===== config.mk =====
export PLATFORM = sky130hd
export DESIGN_NAME = mem_stage_ctrl
export DESIGN_NICKNAME = d
export VERILOG_FILES = /design/src/rtl/mem_stage_ctrl.sv
export SDC_FILE = /design/constraint.sdc
export NUM_CORES = 1
export LEC_CHECK = 0
export CAP_MARGIN = 30
export CORE_AREA = 5 5 153 155
export CTS_CLUSTER_SIZE = 16
export DETAILED_ROUTE_END_ITERATION = 12
export DIE_AREA = 0 0 158 160
export SLEW_MARGIN = 0
export SYNTH_ARGS = -nofsm -noshare
export SYNTH_HDL_FRONTEND = slang
export SYNTH_SLANG_ARGS = --single-unit

===== constraint.sdc =====
create_clock -name clock -period 4.05 [get_ports clock]
set_clock_uncertainty 0.1 [all_clocks]
set_input_delay 0.405 -clock clock [delete_from_list [all_inputs] [get_ports clock]]
set_output_delay 0.405 -clock clock [all_outputs]
set_load 0.005 [all_outputs]

===== src/rtl/mem_stage_ctrl.sv =====
// Memory-stage controller: X/M -> data memory (req/ack) -> M/W; optional W->M store bypass via MEM_WM_BYPASS_EN.
// Latency: pass-through 0 cycles; loads/stores 2 + ack-delay stall cycles, abandoned after TIMEOUT+1 ACCESS cycles.
// Backpressure: holds stall high from the detect cycle until the access completes; dmem_req stays up until dmem_ack.
module mem_stage_ctrl #(
    parameter int unsigned TIMEOUT = 255,
    parameter int unsigned CNT_W   = 8
) (
    input  logic        clock,
    input  logic        reset,
    input  logic [31:0] xm_pc,
    input  logic [31:0] xm_o,
    input  logic [31:0] xm_b,
    input  logic [31:0] xm_ir,
    input  logic        xm_valid,
    input  logic        mw_wen,
    input  logic [4:0]  mw_rd,
    input  logic [31:0] mw_data,
    output logic        dmem_req,
    output logic        dmem_we,
    output logic [31:0] dmem_addr,
    output logic [31:0] dmem_wdata,
    input  logic        dmem_ack,
    input  logic [31:0] dmem_rdata,
    output logic        stall,
    output logic [31:0] mw_pc_in,
    output logic [31:0] mw_o_in,
    output logic [31:0] mw_d_in,
    output logic [31:0] mw_ir_in,
    output logic        mem_err
);

    localparam logic [4:0]       OP_LW       = 5'b01000;
    localparam logic [4:0]       OP_SW       = 5'b00111;
    localparam logic [CNT_W-1:0] TIMEOUT_CNT = CNT_W'(TIMEOUT);

    typedef enum logic [1:0] {
        S_IDLE,
        S_ACCESS,
        S_DONE
    } state_t;

    state_t            r_state;
    state_t            w_state_nxt;
    logic [31:0]       r_addr;
    logic              r_we;
    logic [31:0]       r_wdata;
    logic [31:0]       r_rdata;
    logic [CNT_W-1:0]  r_cnt;
    logic              r_mem_err;

    logic [4:0]        w_opcode;
    logic [4:0]        w_rd;
    logic              w_is_sw;
    logic              w_is_mem;
    logic [31:0]       w_store_data;
    logic              w_timeout;

    logic              w_stall;
    logic              w_req;
    logic              w_start;
    logic              w_capture;
    logic              w_expire;
    logic [31:0]       w_mw_pc;
    logic [31:0]       w_mw_o;
    logic [31:0]       w_mw_d;
    logic [31:0]       w_mw_ir;

    assign w_opcode  = xm_ir[31:27];
    assign w_rd      = xm_ir[26:22];
    assign w_is_sw   = (w_opcode == OP_SW);
    assign w_is_mem  = xm_valid && ((w_opcode == OP_LW) || w_is_sw);
    assign w_timeout = (r_cnt == TIMEOUT_CNT);

`ifdef MEM_WM_BYPASS_EN
    // A store whose source register is being written back this cycle takes the in-flight value.
    logic w_bypass_hit;
    assign w_bypass_hit = mw_wen && (mw_rd == w_rd) && (mw_rd != 5'd0);
    assign w_store_data = w_bypass_hit ? mw_data : xm_b;
`else
    logic w_unused_bypass;
    assign w_unused_bypass = &{1'b0, mw_wen, mw_rd, mw_data, w_rd};
    assign w_store_data    = xm_b;
`endif

    always_comb begin
        w_state_nxt = r_state;
        w_stall     = 1'b0;
        w_req       = 1'b0;
        w_start     = 1'b0;
        w_capture   = 1'b0;
        w_expire    = 1'b0;
        w_mw_pc     = '0;
        w_mw_o      = '0;
        w_mw_d      = '0;
        w_mw_ir     = '0;
        case (r_state)
            S_IDLE: begin
                if (w_is_mem) begin
                    w_stall     = 1'b1;
                    w_start     = 1'b1;
                    w_state_nxt = S_ACCESS;
                end else begin
                    w_mw_pc = xm_pc;
                    w_mw_o  = xm_o;
                    w_mw_ir = xm_ir;
                end
            end
            S_ACCESS: begin
                w_req   = 1'b1;
                w_stall = 1'b1;
                if (dmem_ack) begin
                    w_capture   = 1'b1;
                    w_state_nxt = S_DONE;
                end else if (w_timeout) begin
                    w_expire    = 1'b1;
                    w_state_nxt = S_DONE;
                end
            end
            S_DONE: begin
                w_mw_pc     = xm_pc;
                w_mw_o      = xm_o;
                w_mw_d      = r_rdata;
                w_mw_ir     = xm_ir;
                w_state_nxt = S_IDLE;
            end
            default: begin
                w_state_nxt = S_IDLE;
            end
        endcase
    end

    always_ff @(posedge clock or negedge reset) begin
        if (!reset) begin
            r_state   <= S_IDLE;
            r_addr    <= '0;
            r_we      <= 1'b0;
            r_wdata   <= '0;
            r_rdata   <= '0;
            r_cnt     <= '0;
            r_mem_err <= 1'b0;
        end else begin
            r_state <= w_state_nxt;
            if (w_start) begin
                r_addr  <= xm_o;
                r_we    <= w_is_sw;
                r_wdata <= w_store_data;
                r_cnt   <= '0;
            end else if (r_state == S_ACCESS) begin
                r_cnt <= r_cnt + CNT_W'(1);
            end
            // Stores complete with zero writeback data; an abandoned access also returns zero.
            if (w_capture) begin
                r_rdata <= r_we ? 32'd0 : dmem_rdata;
            end else if (w_expire) begin
                r_rdata   <= 32'd0;
                r_mem_err <= 1'b1;
            end
        end
    end

    // Combinational paths from X/M are blanked while reset is held so every output reads zero.
    assign stall      = reset & w_stall;
    assign dmem_req   = reset & w_req;
    assign dmem_we    = r_we;
    assign dmem_addr  = r_addr;
    assign dmem_wdata = r_wdata;
    assign mw_pc_in   = reset ? w_mw_pc : 32'd0;
    assign mw_o_in    = reset ? w_mw_o  : 32'd0;
    assign mw_d_in    = reset ? w_mw_d  : 32'd0;
    assign mw_ir_in   = reset ? w_mw_ir : 32'd0;
    assign mem_err    = r_mem_err;

endmodule

## Yosys cells after proc, flatten, opt, wreduce, memory -nomap -nowiden

Cells that the tools add are included.

- Output and inout port bits: 196
- Register bits after elaboration: 108
- Input port bits: 202
- Word-level logic and storage cells: 54

- Bitwise operators: 3
- $add $sub $neg: 1
- Muxes and demuxes: 29
- Equal/unequal tests: 7
- Reductions and logical operators: 7

Operators by type and width:

| operator | number |
|---|---|
| 32-bit two-way mux | 11 |
| 32-bit case mux with 2 select lines | 3 |
| 8-bit two-way mux | 2 |
| 8-bit by 1-bit adder with 8-bit output, second input constant | 1 |
| 8-bit equality test, second input constant | 1 |
| 1-bit two-way mux | 8 |
| 2-bit two-way mux | 3 |
| 5-bit by 3-bit equality test with 1-bit output, second input constant | 1 |
| 5-bit by 4-bit equality test with 1-bit output, second input constant | 1 |
| 2-bit case mux with 2 select lines | 1 |
| 2-bit AND reduction | 2 |
| 2-bit nonzero test | 2 |
| 3-bit != test, second input constant | 1 |
| 1-bit AND | 2 |
| 2-bit by 1-bit equality test with 1-bit output, second input constant | 1 |
| 2-bit equality test, second input constant | 1 |
| 2-bit logical NOT | 1 |
| 2-bit != test, second input constant | 1 |
| 1-bit case mux with 2 select lines | 1 |
| 1-bit logical AND | 1 |
| 1-bit logical OR | 1 |
| 1-bit inverter | 1 |

## Logic depth before layout (Yosys ltp)

Gate-level depths: netlist (run 1).

- Depth after elaboration: 6
- Mapped depth: 6
- Mapped depth without buffers: 5

## Worst setup path before layout (run 1)

No wires, ideal clock.

- Kind: input -> output
- Start: input xm_ir[29]
- End: output mw_ir_in[0]
- Arrival time: 1.530 ns
- Buffers on the path: 2
- Required time: 3.545 ns
- Stages: 6
- Slack: 2.015 ns
- Cells stage by stage: and4b_4 -> o211a_4 -> nor3b_4 -> buf_4 -> buf_6 -> and2_1

- Longest elaborated chain between the ends: 6
- Elaborated cells between the ends (all ways): 7
- Classes of those cells: 2 x eq/ne; 3 x mux; 2 x reduce/logical

Ends and longest elaborated chain:

| item | RTL line | source |
|---|---|---|
| from (decl) | 13 | `input logic [31:0] xm_ir,` |
| 5-bit by 4-bit equality test with 1-bit output / 5-bit by 3-bit equality test with 1-bit output (equally long branches) | 71, 70 |  |
| 1-bit logical OR * | 71 | `assign w_is_mem = xm_valid && ((w_opcode == OP_LW) \|\| w_is_sw);` |
| 1-bit logical AND * | 71 |  |
| 32-bit two-way mux * | 98 | `if (w_is_mem) begin` |
| 32-bit case mux with 2 select lines * | 96 | `case (r_state)` |
| 32-bit two-way mux * | 170 | `assign mw_ir_in = reset ? w_mw_ir : 32'd0;` |
| to (decl) | 28 | `output logic [31:0] mw_ir_in,` |

Mark *: on every way between the ends. The rest lies on a longest branch, timed or not.

## Worst setup path in the final report (run 1)

- Start: input reset
- End: output mw_d_in[24]

- Longest elaborated chain between the ends: 1

Ends and longest elaborated chain:

| item | RTL line | source |
|---|---|---|
| from (decl) | 9 | `input logic reset,` |
| 32-bit two-way mux | 169 | `assign mw_d_in = reset ? w_mw_d : 32'd0;` |
| to (decl) | 27 | `output logic [31:0] mw_d_in,` |

No other way between the ends.

==> results.md, run 1 <==
* Layout net count at 969
* Clock sink count at 108
* Post-Syn Area at 5110 um^2
* # port buffers at 359
* First-pass GRT wire length at 27,000 um
* All-Layer GR Usage at 0.136
* DIE HEIGHT at 160 um
* Peak Freq at 298 MHz
* Power density over the cells at 390 nW/um^2
* Ports at 398
* Setup Fix Bufs, Post-CTS at 0
* Number of routed nets with antenna violations at 0
* Critical path data arrival time at 2.85 ns
* Total of flip-flops plus latches after synthesis at 108
* Core Area at 21,700 um^2
* Number of antenna violations at the first check in global routing at 0
* Detailed-route wire length per cell at 17.3 um
* Category of the worst setup path capture point: output port
* CTS resizes at 0
* Cells along the critical path: dlygate4sd3_1 > buf_4 > and3b_1 > buf_4 > and2_1 > clkdlybuf4s50_1
* Part of the Yosys area used for sequential elements at 0.528
* Final-layout fill cell count at 2,043
* HP Class: flip-flop to flip-flop
* Deepest level of the CTS H-tree at 3
* Maximum fanout along the worst path at 32
* Cell total after placement at 1,034
* Post-layout minimum cycle time at 3.35 ns
* Pins over their slew limit at 0
* Placer Congestion at 0.702
* Count of unique library cells instantiated by Yosys at 39
* Effective utilization at floorplan at 0.236
* Result of the run: completed
* Total grt overflow at 0
* Iteration count of the initial detailed-routing pass at 4
* Dpl hpwl at 14,000 um
* Worst path top cell family by delay: buffers and inverters
* CTS Buf Count at 9
* Crit path largest cell delay at 0.53 ns
* Horizontal die dimension at 158 um
* Number of inserted diodes at 0
* Category of the worst setup path launch point: input port
* Peak supply drop at 0.267 mV
* Fin. Hold Viols at 0
* Part of the cycle the worst path needs at 0.828
* Number of buffers on the longest clock path at 2
* Commonest register cell after synthesis: dfrtp_1
* Cell with the largest stage delay on the worst path: dlygate4sd3_1
* Count of non-filler cells in the finished layout at 1,051
* Slew of the pin with the lowest slew margin at 0.876 ns
* Number of warnings reported in the yosys synthesis log at 0
* Residual DRC count at 0
* Count of mapped cells out of synthesis at 415
* FFs w/ async S/R, synth at 1.00
* Clk_lat worst skew at 0.35 ns
* Most used cell, CP: buf_4
* Total nets after synthesis at 618
* Aggregate routed wire length at 18,200 um
* Worst endpoint required time at 3.54 ns
* Via count of the routed design at 4,462
* Crit path buffers/inverters at 4
* CTS tree: yes
* Worst setup path category: input port to output port
* Drt first-iter violations at 184
* Unrepaired setup endpoints after global routing: no
* Number of enable-type register cells in the synthesized netlist at 0
* Via count of the first global-routing pass at 4,555
* Number of vias per cell after detailed routing at 4.25
* CTS clk-pin slew, worst paths at 0.07 ns
* Mean instance size in the synthesized netlist at 12.3 um^2
* Cts-stage hold buffer count at 1
* Die Footprint at 25,300 um^2
* Worst slew margin relative to its limit at 0.414
* Area added between synthesis and finish at 81.6%
* Max capacitance violation total at 0
* Site Rows at 54
* Proportion of layout cells with a drive suffix above 1 at 0.121
* Number of endpoints failing setup at the final stage at 0
* Setup TNS Final at 0 ns
* Static Leakage at 3.92 nW
* Root Driver: clkbuf_16
* Pin count of the biggest net entering global routing at 96
## worst paths after layout
check                                            from                    endpoint  slack, ns  cells past startpoint
max                                             reset                 mw_d_in[24]       0.70                      6
min                        dmem_wdata[16]$_DFFE_PN0P_  dmem_wdata[16]$_DFFE_PN0P_       0.40                      1
max reg2reg                    r_state[0]$_DFFE_PN0P_  dmem_wdata[18]$_DFFE_PN0P_       1.84                      4
min reg2reg                dmem_wdata[16]$_DFFE_PN0P_  dmem_wdata[16]$_DFFE_PN0P_       0.40                      1
max in group asynchronous                       reset   dmem_addr[21]$_DFFE_PN0P_       1.94                      4
min in group asynchronous                       reset      r_rdata[9]$_DFFE_PN0P_       0.44                      2
## area by class of cell
type	count	area (um^2)	share of cell area
clock buffers	9	225	0.0243
clock inverters	7	66.3	0.00714
inverters	2	7.51	0.000808
multi-input cells	277	2250	0.242
flip-flops and latches	108	2700	0.291
well taps	280	350	0.0377
repair buffers	368	3690	0.397
## registers in the layout (all words and copies together), names as in the netlist
register,flops
r_rdata,32
dmem_we,1
mem_err,1
dmem_addr,32
r_state,2
dmem_wdata,32
r_cnt,8
## cell families after synthesis
group | count (synthesis) | synth area share
XOR/XNOR | 1 | 0.00171
AO/OA/AOI/OAI | 44 | 0.0719
multiplexers | 67 | 0.154
buffers and inverters | 30 | 0.0362
adder cells (fa/ha/maj) | 1 | 0.00245
flip-flops | 108 | 0.528
AND/OR/NAND/NOR | 164 | 0.205
## synthesized netlist by cell type (4+ instances only)
cell | number | area, um^2
and2_1 | 130 | 813
clkbuf_1 | 9 | 33.8
buf_6 | 7 | 78.8
nand3_1 | 5 | 25.0
mux2_4 | 10 | 150
mux2_2 | 49 | 552
a22o_1 | 32 | 280
dfrtp_1 | 108 | 2700
nand2_1 | 9 | 33.8
o21ai_0 | 4 | 20.0
buf_2 | 10 | 50.1
mux2_1 | 6 | 67.6
## per-stage QoR
step	util	power, W	hold WS (ns)	setup slack, ns	instance area, um^2
final	0.428	0.00362	0.397	0.698	9290
after detailed placement	0.414	0.00277	0.281	0.802	8980
after floorplan	-	0.00197	0.00941	2.01	5110
after global routing	0.428	0.00385	0.411	0.456	9290
after global placement	0.414	0.00276	0.282	0.820	8980
after CTS	0.428	0.00369	0.400	0.653	9290
## where the power goes
part / switching, W / internal [W]
Clock: 0.000452 / 0.000434
Combinational: 0.000342 / 0.000825
Sequential: 0.000171 / 0.00139
Total: 0.000965 / 0.00265
## layer usage
layer / vias up / part of all wire / global-route usage
met4: 0 / 0.012 / 0.0349
met2: 199 / 0.52 / 0.248
li1: 2120 / - / -
met3: 13 / 0.10 / 0.0438
met5: - / 0 / 0
met1: 2130 / 0.37 / 0.152
## placed cells by master (no fill, tap or decap), types with 2 or more instances in the layout
master,instances
clkbuf_16,9
and2_1,130
clkdlybuf4s50_1,358
nor4b_2,2
nand2_1,9
dfrtp_1,108
inv_6,3
nand4_1,2
a22o_1,32
nand3_1,5
and3b_1,2
o21ai_0,4
and4_1,2
nand2b_1,2
nor3b_4,2
mux2_1,6
mux2_4,10
buf_12,2
mux2_2,49
buf_4,7
inv_1,2
mux2i_1,2
## worst register-to-register path, delay by kind of cell, from the launching register on
family | cells | cell delay, ns
and+or+nand+nor | 1 | 0.51
AOI/OAI and AO/OA | 1 | 0.35
muxes | 1 | 0.37
DFF | 1 | 0.46
buffers and inverters | 1 | 0.30
Note: power is estimated with default switching activity, not from simulation.
==> inputs of run 2 (changes only) <==
CORE_AREA = 5 5 151 153   (was 5 5 153 155)
DIE_AREA = 0 0 156 158   (was 0 0 158 160)
clock period = 2.7 ns   (was 4.05 ns; I/O delays follow)
==> run 2 against run 1 <==
Net effect: via count grew 1.6%; cell area grew 1.8%; global-route usage grew 0.40 points; wire length grew 3.3%; sequential power grew 50%; core utilization grew 1.3 points; worst setup slack lost 0.60 ns; die area shrank 2.5%; total power grew 51%; sequential share of layout area shrank 0.50 points; first-iteration DRC count grew 21%; non-clock buffer count grew 18; largest power group unchanged.
==> results.md, run 2 (same netlist as run 1, synthesis figures left out) <==
* Fin. Hold Viols at 0 (unchanged)
* Number of endpoints failing setup at the final stage at 0 (unchanged)
* Reg-to-Reg Start: r_state[0]$_DFFE_PN0P_
* Post-layout minimum cycle time at 2.61 ns
* Total grt overflow at 0 (unchanged)
* Placer Congestion at 0.730 (+3.9%)
* Root Driver: clkbuf_16
* R2r setup slk at 0.81 ns (-1.03 ns)
* Number of antenna violations at the first check in global routing at 0 (unchanged)
* Maximum fanout along the worst path at 16 (-50%)
* Area added between synthesis and finish at 84.8%
* Slew of the pin with the lowest slew margin at 0.943 ns (+0.0665 ns)
* Effective utilization at floorplan at 0.239 (+0.00298)
* Part of the cycle the worst path needs at 0.965
* DIE HEIGHT at 158 um (-1.3%)
* CTS clk-pin slew, worst paths at 0.07 ns (about the same)
* Most common cell after layout, fill and taps aside: clkdlybuf4s50_1
* Cell depth of the worst flop-to-flop path at 4 (unchanged)
* Worst endpoint required time at 2.33 ns (-1.21 ns)
* Via count of the first global-routing pass at 4,657 (+2.2%)
* Deepest level of the CTS H-tree at 3 (unchanged)
* Peak Freq at 384 MHz
* Metal1 wirelength at 7330 um (+8.9%)
* Critical path data arrival time at 2.24 ns (-0.61 ns)
* All-Layer GR Usage at 0.140 (+0.00395)
* Number of routed nets with antenna violations at 0 (unchanged)
* Static Leakage at 4.36 nW (+11%)
* Number of vias per cell after detailed routing at 4.24 (about the same)
* Post-layout utilization of the core at 0.441 (+0.0131)
* Power density over the cells at 577 nW/um^2 (+48%)
* Clk_lat worst skew at 0.35 ns (about the same)
* Unrepaired setup endpoints after global routing: no
* # port buffers at 359 (unchanged)
* Critical R2R Capture: dmem_addr[6]$_DFFE_PN0P_
* Result of the run: completed
* Detailed-route wire length per cell at 17.6 um (+1.7%)
* Proportion of layout cells with a drive suffix above 1 at 0.140 (+0.0190)
* Termination of the worst setup path: mw_o_in[21]
* Category of the worst setup path launch point: input port
* Via count of the routed design at 4,532 (+1.6%)
* Residual DRC count at 0 (unchanged)
* Die Footprint at 24,600 um^2 (-2.5%)
* Pin count of the biggest net entering global routing at 70 (-27%)
* Met2 layer wire length in the routed design at 9610 um (+2.5%)
* Category of the worst setup path capture point: output port
* Launch point of the worst path: reset
* Clock sink count at 108 (unchanged)
* CTS tree: yes
* Worst setup path category: input port to output port
* Peak supply drop at 0.304 mV (+14%)
* Worst slew margin relative to its limit at 0.371 (-0.0422)
* Iteration count of the initial detailed-routing pass at 5 (+1)
* Dpl hpwl at 13,800 um (-1.7%)
* CTS Buf Count at 9 (unchanged)
* First-pass GRT wire length at 27,000 um (about the same)
* Ports at 398 (unchanged)
* Max capacitance violation total at 0 (unchanged)
* Layout net count at 987 (+1.9%)
* Most used cells in the layout excluding fill and tap cells: 268 x clkdlybuf4s50_1, 130 x and2_1, 107 x dfrtp_1, 87 x dlygate4sd2_1, 49 x mux2_2
* Highest layer used for signal routing: met4
* Site Rows at 54 (unchanged)
* Aggregate routed wire length at 18,800 um (+3.3%)
* Total chip power at 0.00546 W (+51%)
* HP Class: input port to async pin
* Horizontal die dimension at 156 um (-1.3%)
* Pins over their slew limit at 0 (unchanged)
* Drt first-iter violations at 222 (+21%)
* Number of buffers on the longest clock path at 2 (unchanged)
* Core Area at 21,400 um^2 (-1.2%)
* Tightest hold margin at 0.230 ns (-0.166 ns)
* Number of inserted diodes at 0 (unchanged)
* Routed wire length on met3 at 1600 um (-13%)
[run 2: cell count changes in the layout (fill, tap and decap cells not counted), moves of 2 or more]
cell and delta:
buf_16 +2, buf_6 +2, clkdlybuf4s50_1 -90, dlymetal6s2s_1 +3, clkbuf_16 +3, buf_12 +2
buf_4 +8, dlygate4sd2_1 +87
[run 2: per-layer routing]
metal | global-route usage | vias up
li1 | - | 2154
met1 | 0.162 | 2163
met2 | 0.250 | 199
met3 | 0.0465 | 16
met4 | 0.0350 | 0
met5 | 0 | -
[run 2: worst min path at each step]
stage	to	from	slack, ns	cells past startpoint
after global routing	r_cnt[5]$_DFFE_PN0P_	reset	0.22	2
final	r_cnt[1]$_DFFE_PN0P_	reset	0.23	2
after detailed placement	r_cnt[5]$_DFFE_PN0P_	reset	0.03	1
after floorplan	dmem_addr[0]$_DFFE_PN0P_	reset	-0.13	0
after CTS	r_cnt[5]$_DFFE_PN0P_	reset	0.21	2
after global placement	r_cnt[6]$_DFFE_PN0P_	reset	0.03	1
[run 2: timing repair]
item | CTS | global route
cloned | 2 | 3
hold endpoints to repair | 9 | 0
gates resized for setup | 91 | 6
hold buffers | 1 | 0
endpoints found under the setup margin | 96 | 15
pin swaps | 0 | 0
buffers inserted | 3 | 2
[run 2: worst max-delay path, cell delays in order]
cell and delay (ns):
dlygate4sd3_1 0.58, buf_8 0.17, nor3b_4 0.24, buf_6 0.17, buf_12 0.13, and2_1 0.15, clkdlybuf4s50_1 0.50
[run 2: per-stage QoR]
stage                     std cells  cell area (um^2)  setup TNS (ns)  setup WS [ns]
after floorplan                 415              5110               0          0.935
after global placement         1042              9060           -7.59         -0.136
after detailed placement       1042              9060           -8.86         -0.134
after CTS                      1063              9350          -0.651         -0.118
after global routing           1068              9450               0        0.00773
final                          1068              9450               0         0.0942
[run 2: layout make-up]
| type | count | area, um^2 |
|---|---|---|
| fillers | 2076 | 12000 |
| clock buffers | 10 | 229 |
| flip-flops and latches | 108 | 2700 |
| multi-input cells | 277 | 2250 |
| repair buffers | 386 | 3850 |
| clock inverters | 5 | 60.1 |
| well taps | 280 | 350 |
| inverters | 2 | 7.51 |
[run 2: power breakdown]
group          internal (W)  switching, W
Sequential          0.00209      0.000258
Combinational       0.00123      0.000522
Clock              0.000722      0.000633
